## config.mk

```make
export PLATFORM = sky130hd
export DESIGN_NAME = nand_flash_ctrl
export DESIGN_NICKNAME = d
export VERILOG_FILES = /design/src/rtl/nand_flash_pkg.sv /design/src/rtl/nand_page_buf.sv /design/src/rtl/nand_flash_ctrl.sv
export SDC_FILE = /design/constraint.sdc
export NUM_CORES = 1
export LEC_CHECK = 0
export ABC_AREA = 0
export CAP_MARGIN = 20
export CORE_UTILIZATION = 44
export CTS_BUF_LIST = sky130_fd_sc_hd__clkbuf_8
export CTS_CLUSTER_DIAMETER = 30
export DETAILED_ROUTE_END_ITERATION = 10
export PLACE_DENSITY = 0.86
export SLEW_MARGIN = 5
export SYNTH_ARGS = -nofsm -noshare
export SYNTH_HDL_FRONTEND = slang
export SYNTH_SLANG_ARGS = --single-unit
```

## constraint.sdc

```tcl
create_clock -name clk -period 2 [get_ports clk]
set_clock_uncertainty 0.2 [all_clocks]
set_input_delay 0.4 -clock clk [delete_from_list [all_inputs] [get_ports clk]]
set_output_delay 0.4 -clock clk [all_outputs]
set_load 0.02 [all_outputs]
```

## src/rtl/nand_flash_pkg.sv

```systemverilog
// Shared op codes, FSM states and default geometry for the NAND flash controller.
package nand_flash_pkg;

   localparam int unsigned DEF_BLOCKS       = 4;
   localparam int unsigned DEF_PAGES        = 4;
   localparam int unsigned DEF_PAGE_SIZE    = 16;
   localparam int unsigned DEF_BUSY_TIMEOUT = 32;
   localparam int unsigned BYTE_W           = 8;

   typedef enum logic [1:0] {
      OP_IDLE    = 2'b00,
      OP_ERASE   = 2'b01,
      OP_PROGRAM = 2'b10,
      OP_READ    = 2'b11
   } op_t;

   typedef enum logic [2:0] {
      IDLE,
      ERASE,
      PROG,
      READ,
      WAITB,
      VRFY,
      DONE
   } state_t;

endpackage

```

## src/rtl/nand_page_buf.sv

```systemverilog
// One-page byte buffer (1 write port, 1 async read port) holding PROGRAM data for read-back.
// Present only when NAND_CTRL_VERIFY_EN is defined.
`ifdef NAND_CTRL_VERIFY_EN
module nand_page_buf
   import nand_flash_pkg::*;
#(
   parameter int unsigned DEPTH = DEF_PAGE_SIZE,
   parameter int unsigned AW    = $clog2(DEPTH)
) (
   input  logic              clk,
   input  logic              we,
   input  logic [AW-1:0]     waddr,
   input  logic [BYTE_W-1:0] wdata,
   input  logic [AW-1:0]     raddr,
   output logic [BYTE_W-1:0] rdata
);

   logic [BYTE_W-1:0] mem [DEPTH];

   // Capture each accepted program byte at its page offset.
   always_ff @(posedge clk) begin
      if (we) begin
         mem[waddr] <= wdata;
      end
   end

   assign rdata = mem[raddr];

endmodule
`endif

```

## src/rtl/nand_flash_ctrl.sv

```systemverilog
// Host-side NAND flash controller: one ERASE/PROGRAM/READ page request at a time.
// Optional NAND_CTRL_VERIFY_EN: buffers PROGRAM data and re-reads the page to check it.
module nand_flash_ctrl
   import nand_flash_pkg::*;
#(
   parameter int unsigned BLOCKS       = DEF_BLOCKS,
   parameter int unsigned PAGES        = DEF_PAGES,
   parameter int unsigned PAGE_SIZE    = DEF_PAGE_SIZE,
   parameter int unsigned BUSY_TIMEOUT = DEF_BUSY_TIMEOUT
) (
   input  logic       clk,
   input  logic       rst_n,
   input  logic       req_valid,
   output logic       req_ready,
   input  logic [1:0] req_op,
   input  logic [7:0] req_blk,
   input  logic [7:0] req_page,
   input  logic       wdata_valid,
   output logic       wdata_ready,
   input  logic [7:0] wdata,
   output logic       rdata_valid,
   output logic [7:0] rdata,
   output logic       done,
   output logic       err,
   output logic [1:0] f_cmd,
   output logic [7:0] f_blk,
   output logic [7:0] f_page,
   output logic [7:0] f_din,
   output logic       f_wr_en,
   input  logic [7:0] f_dout,
   input  logic       f_busy
);

   localparam int unsigned BCNT_W = $clog2(PAGE_SIZE) + 1;
   localparam int unsigned AW     = $clog2(PAGE_SIZE);
   localparam int unsigned TCNT_W = $clog2(BUSY_TIMEOUT + 1);

   state_t            state;
   logic [BCNT_W-1:0] bcnt;
   logic [TCNT_W-1:0] tcnt;
   logic              legal;
   logic              wr_hs;

   assign req_ready   = (state == IDLE);
   assign wdata_ready = (state == PROG) && (bcnt < BCNT_W'(PAGE_SIZE));
   assign wr_hs       = wdata_valid && wdata_ready;
   assign rdata       = f_dout;
   assign legal       = (req_op != OP_IDLE) && (req_blk < 8'(BLOCKS)) && (req_page < 8'(PAGES));

`ifdef NAND_CTRL_VERIFY_EN
   logic              is_prog;
   logic              vfail;
   logic [AW-1:0]     buf_raddr;
   logic [BYTE_W-1:0] buf_rdata;

   // Read-back compares byte bcnt-1, which the device presents one cycle after its read cycle.
   assign buf_raddr = AW'(bcnt - BCNT_W'(1));

   nand_page_buf #(.DEPTH(PAGE_SIZE), .AW(AW)) u_page_buf (
      .clk   (clk),
      .we    (wr_hs),
      .waddr (AW'(bcnt)),
      .wdata (wdata),
      .raddr (buf_raddr),
      .rdata (buf_rdata)
   );
`endif

   // Request sequencing FSM with registered flash pins and status pulses.
   always_ff @(posedge clk) begin
      if (!rst_n) begin
         state       <= IDLE;
         f_cmd       <= OP_IDLE;
         f_blk       <= '0;
         f_page      <= '0;
         f_din       <= '0;
         f_wr_en     <= 1'b0;
         rdata_valid <= 1'b0;
         done        <= 1'b0;
         err         <= 1'b0;
         bcnt        <= '0;
         tcnt        <= '0;
`ifdef NAND_CTRL_VERIFY_EN
         is_prog     <= 1'b0;
         vfail       <= 1'b0;
`endif
      end else begin
         f_wr_en     <= 1'b0;
         rdata_valid <= 1'b0;
         done        <= 1'b0;
         err         <= 1'b0;
         case (state)
            IDLE: begin
               if (req_valid) begin
                  if (!legal) begin
                     state <= DONE;
                     done  <= 1'b1;
                     err   <= 1'b1;
                  end else begin
                     f_blk  <= req_blk;
                     f_page <= req_page;
                     f_cmd  <= req_op;
                     bcnt   <= '0;
`ifdef NAND_CTRL_VERIFY_EN
                     is_prog <= (req_op == OP_PROGRAM);
`endif
                     case (req_op)
                        OP_ERASE:   state <= ERASE;
                        OP_PROGRAM: state <= PROG;
                        default:    state <= READ;
                     endcase
                  end
               end
            end
            ERASE: begin
               f_cmd <= OP_IDLE;
               tcnt  <= '0;
               state <= WAITB;
            end
            PROG: begin
               if (wr_hs) begin
                  f_wr_en <= 1'b1;
                  f_din   <= wdata;
                  bcnt    <= bcnt + BCNT_W'(1);
               end
               // The last strobe is on the pins this cycle with the command still asserted.
               if (bcnt == BCNT_W'(PAGE_SIZE)) begin
                  f_cmd <= OP_IDLE;
                  tcnt  <= '0;
                  state <= WAITB;
               end
            end
            READ: begin
               rdata_valid <= 1'b1;
               bcnt        <= bcnt + BCNT_W'(1);
               if (bcnt == BCNT_W'(PAGE_SIZE - 1)) begin
                  f_cmd <= OP_IDLE;
                  done  <= 1'b1;
                  state <= DONE;
               end
            end
            WAITB: begin
               if (!f_busy) begin
                  state <= DONE;
                  done  <= 1'b1;
`ifdef NAND_CTRL_VERIFY_EN
                  if (is_prog) begin
                     state <= VRFY;
                     done  <= 1'b0;
                     f_cmd <= OP_READ;
                     bcnt  <= '0;
                     vfail <= 1'b0;
                  end
`endif
               end else if (tcnt == TCNT_W'(BUSY_TIMEOUT - 1)) begin
                  state <= DONE;
                  done  <= 1'b1;
                  err   <= 1'b1;
               end else begin
                  tcnt <= tcnt + TCNT_W'(1);
               end
            end
`ifdef NAND_CTRL_VERIFY_EN
            VRFY: begin
               bcnt <= bcnt + BCNT_W'(1);
               if (bcnt == BCNT_W'(PAGE_SIZE - 1)) begin
                  f_cmd <= OP_IDLE;
               end
               if ((bcnt != '0) && (f_dout != buf_rdata)) begin
                  vfail <= 1'b1;
               end
               if (bcnt == BCNT_W'(PAGE_SIZE)) begin
                  state <= DONE;
                  done  <= 1'b1;
                  err   <= vfail || (f_dout != buf_rdata);
               end
            end
`endif
            DONE: begin
               state <= IDLE;
            end
            default: begin
               state <= IDLE;
               f_cmd <= OP_IDLE;
            end
         endcase
      end
   end

endmodule

```

==> flow_summary.yaml <==
run_status:
  outcome: "finished, final reports clean"
critical_path:
  critical_path_required_ns: 2.03
  path_class: "primary input to flop"
  cp_max_fo: 5
  crit_arrival_ns: 2.00
  cp-start-kind: "primary input"
  end_kind: "flop"
synth:
  syn_avg_cell_area_um2: 9.25
  syn_area_um2: 1920
  ys_ff_latch: 44
  synthFlopType: "dfxtp_1"
  synth_seq_area_share_pct: 45.8
  synth-edff-count: 0
  synth_cell_types: 45
  synthCells: 208
  async_reset_ff_share_pct: 0
  yosysWarnings: 0
  synth_nets: 251
global_routing:
  grt_overflow: 0
  antenna_found_initial: 0
  grt_max_degree: 16
  grt.total_usage_pct: 22.1
  first_global_vias: 1713
  grt_pass1_wl_um: 7540
placement:
  dp_hpwl_um: 3380
  io_buffers: 62
  gp_congestion: 0.813
final_layout:
  nNetsFinal: 328
  final_cell_mix: "54 x clkdlybuf4s50_1, 44 x dfxtp_1, 25 x nor2_1"
  drive_gt1_share_pct: 17.5
  area_growth_pct: 51.1
  final_common_cell: "clkdlybuf4s50_1"
  antennaDiodeCount: 0
floorplanning:
  initial_core_util_pct: 47.1
  dieArea_um2: 4640
  core_area_um2: 4090
  pin_count: 79
  num_rows: 23
  die_w_um: 68.1
  die_height_um: 68.1
power:
  pwr-share-comb_pct: 41.2
  intPower_w: 0.00189
  swShare_pct: 34.6
  power.density_nw_per_um2: 996
  peakVddDrop_mv: 0.495
  power_frac_seq_pct: 35.8
  clock_power_share_pct: 23.1
  switching_power_w: 0.00100
  finalPower_w: 0.00290
  power.leakage_nw: 1.29
timing:
  fin_crit_sh_pct: 98.2
  maxSlewHeadroom_pct: 78.8
  maxSlewViolCount: 0
  hold_violations: 0
  tightestPinTransition_ns: 0.315
  layout_min_cycle_time_ns: 1.96
  setup_viol: 0
  max_freq_mhz: 509
  setup_tns_ns: 0
clock_network:
  numCtsBuffers: 5
  cts_hold_buf: 0
  cts_max_level: 2
  path_clk_slew_ns: 0.09
  insertion_delay_ns: 0.30
  cts.path.max_buffers: 2
  cts_tree: "built"
  cts_sinks: 44
  cts_root_buf: "clkbuf_8"
min_path:
  min_path_type: "flop to flop"
route:
  dr_total_vias: 1826
  wl_per_cell_um: 14.6
  routed_wl_um: 4920
  vias_per_cell: 5.43
  drtIter0Drc: 198
  antenna_left: 0
  drc: 0
  first_pass_iters: 4
flow_run:
  max-cap-violations: 0
## cells by family (layout without fill, tap and decap cells)
family | Yosys count | after routing | share of synthesized area, %
flops | 44 | 44 | 45.8
compound gates | 35 | 35 | 12.6
mux | 14 | 14 | 7.28
buf+inv | 23 | 101 | 6.37
fa+ha+maj | 4 | 4 | 2.60
xor+xnor | 3 | 3 | 1.37
simple gates | 85 | 85 | 24.0
## metrics by stage
stage | setup slack (ns) | instances | cell area (µm²) | hold WS (ns) | utilization, %
CTS | 0.000919 | 334 | 2820 | 0.270 | 69.0
global route | -0.146 | 336 | 2910 | 0.297 | 71.2
detailed placement | -0.379 | 325 | 2670 | 0.258 | 65.3
floorplan | 0.101 | 208 | 1920 | 0.253 | -
finish | 0.0359 | 336 | 2910 | 0.263 | 71.2
global placement | -0.297 | 325 | 2670 | 0.247 | 65.3
## power by group through the flow
stage | clock [W] | sequential, W | combinational, W
floorplan | 0 | 0.00112 | 0.000570
global placement | 0 | 0.00104 | 0.00106
detailed placement | 0 | 0.00105 | 0.00109
CTS | 0.000682 | 0.00103 | 0.00112
global route | 0.000716 | 0.00104 | 0.00129
finish | 0.000668 | 0.00104 | 0.00119
## worst max-delay path: stages
cell and delay (ns):
clkdlybuf4s50_1 0.41, nor4_2 0.29, nand3_2 0.18, o21ai_2 0.19
buf_6 0.15, buf_4 0.11, nand3_1 0.10, a21oi_2 0.17
## registers in the layout (all words and copies together), names as in the netlist
name / flops
done: 1
f_blk: 8
bcnt: 5
f_wr_en: 1
f_din: 8
rdata_valid: 1
err: 1
f_cmd: 2
f_page: 8
tcnt: 6
state: 3
## synthesized netlist by cell type, types with 2 or more instances
cell       count  share of area, %
nand4_1        4               1.3
nand3b_1       3               1.2
mux2i_1       14               7.3
clkbuf_1       5              0.98
inv_1          7               1.4
buf_4          9               3.5
nor3_1         3              0.78
nand3_1        8               2.1
nor3b_1        2              0.78
o21ai_0        5               1.3
nor2b_1        3              0.98
nor2_1        25               4.9
a31oi_1        2              0.65
buf_2          2              0.52
xor2_1         3               1.4
nand2_1       11               2.1
nand4bb_1      2               1.2
ha_1           4               2.6
a21oi_1       11               2.9
dfxtp_1       44                46
and3_1        13               4.2
a31o_2         2              0.91
nor4_1         3              0.98
nand2b_1       2              0.65
## timing repair
| item | 4_1_cts | 5_1_grt |
|---|---|---|
| pin swaps | 2 | 8 |
| buffers inserted | 1 | 0 |
| gates cloned | 0 | 2 |
| setup endpoints to repair | 15 | 27 |
| gates resized for setup | 10 | 17 |
## area by class of cell
class	instances	area, µm²
tap	50	62.6
inverter	7	26.3
multi-input combinational	141	993
fill	283	1180
clock inverter	3	38.8
clock buffer	5	68.8
sequential	44	881
timing repair buffer	86	837
## worst paths after layout
check	start	endpoint	slack (ns)	cells past startpoint
worst max register to register	state[0]	bcnt[0]	0.10	8
worst min-delay path	f_cmd[0]	f_cmd[0]	0.26	2
worst max-delay path	req_page[3]	bcnt[0]	0.04	8
worst min register to register	f_cmd[0]	f_cmd[0]	0.26	2
## per-layer routing
layer  vias up  GRT usage [%]  share of wire [%]
met5         -              0                  0
met4         0           11.2                2.8
met3        15           7.50                8.9
met2        94           36.5                 50
met1       837           25.1                 38
li1        880              -                  -
Note: power is estimated with default switching activity, not from simulation.
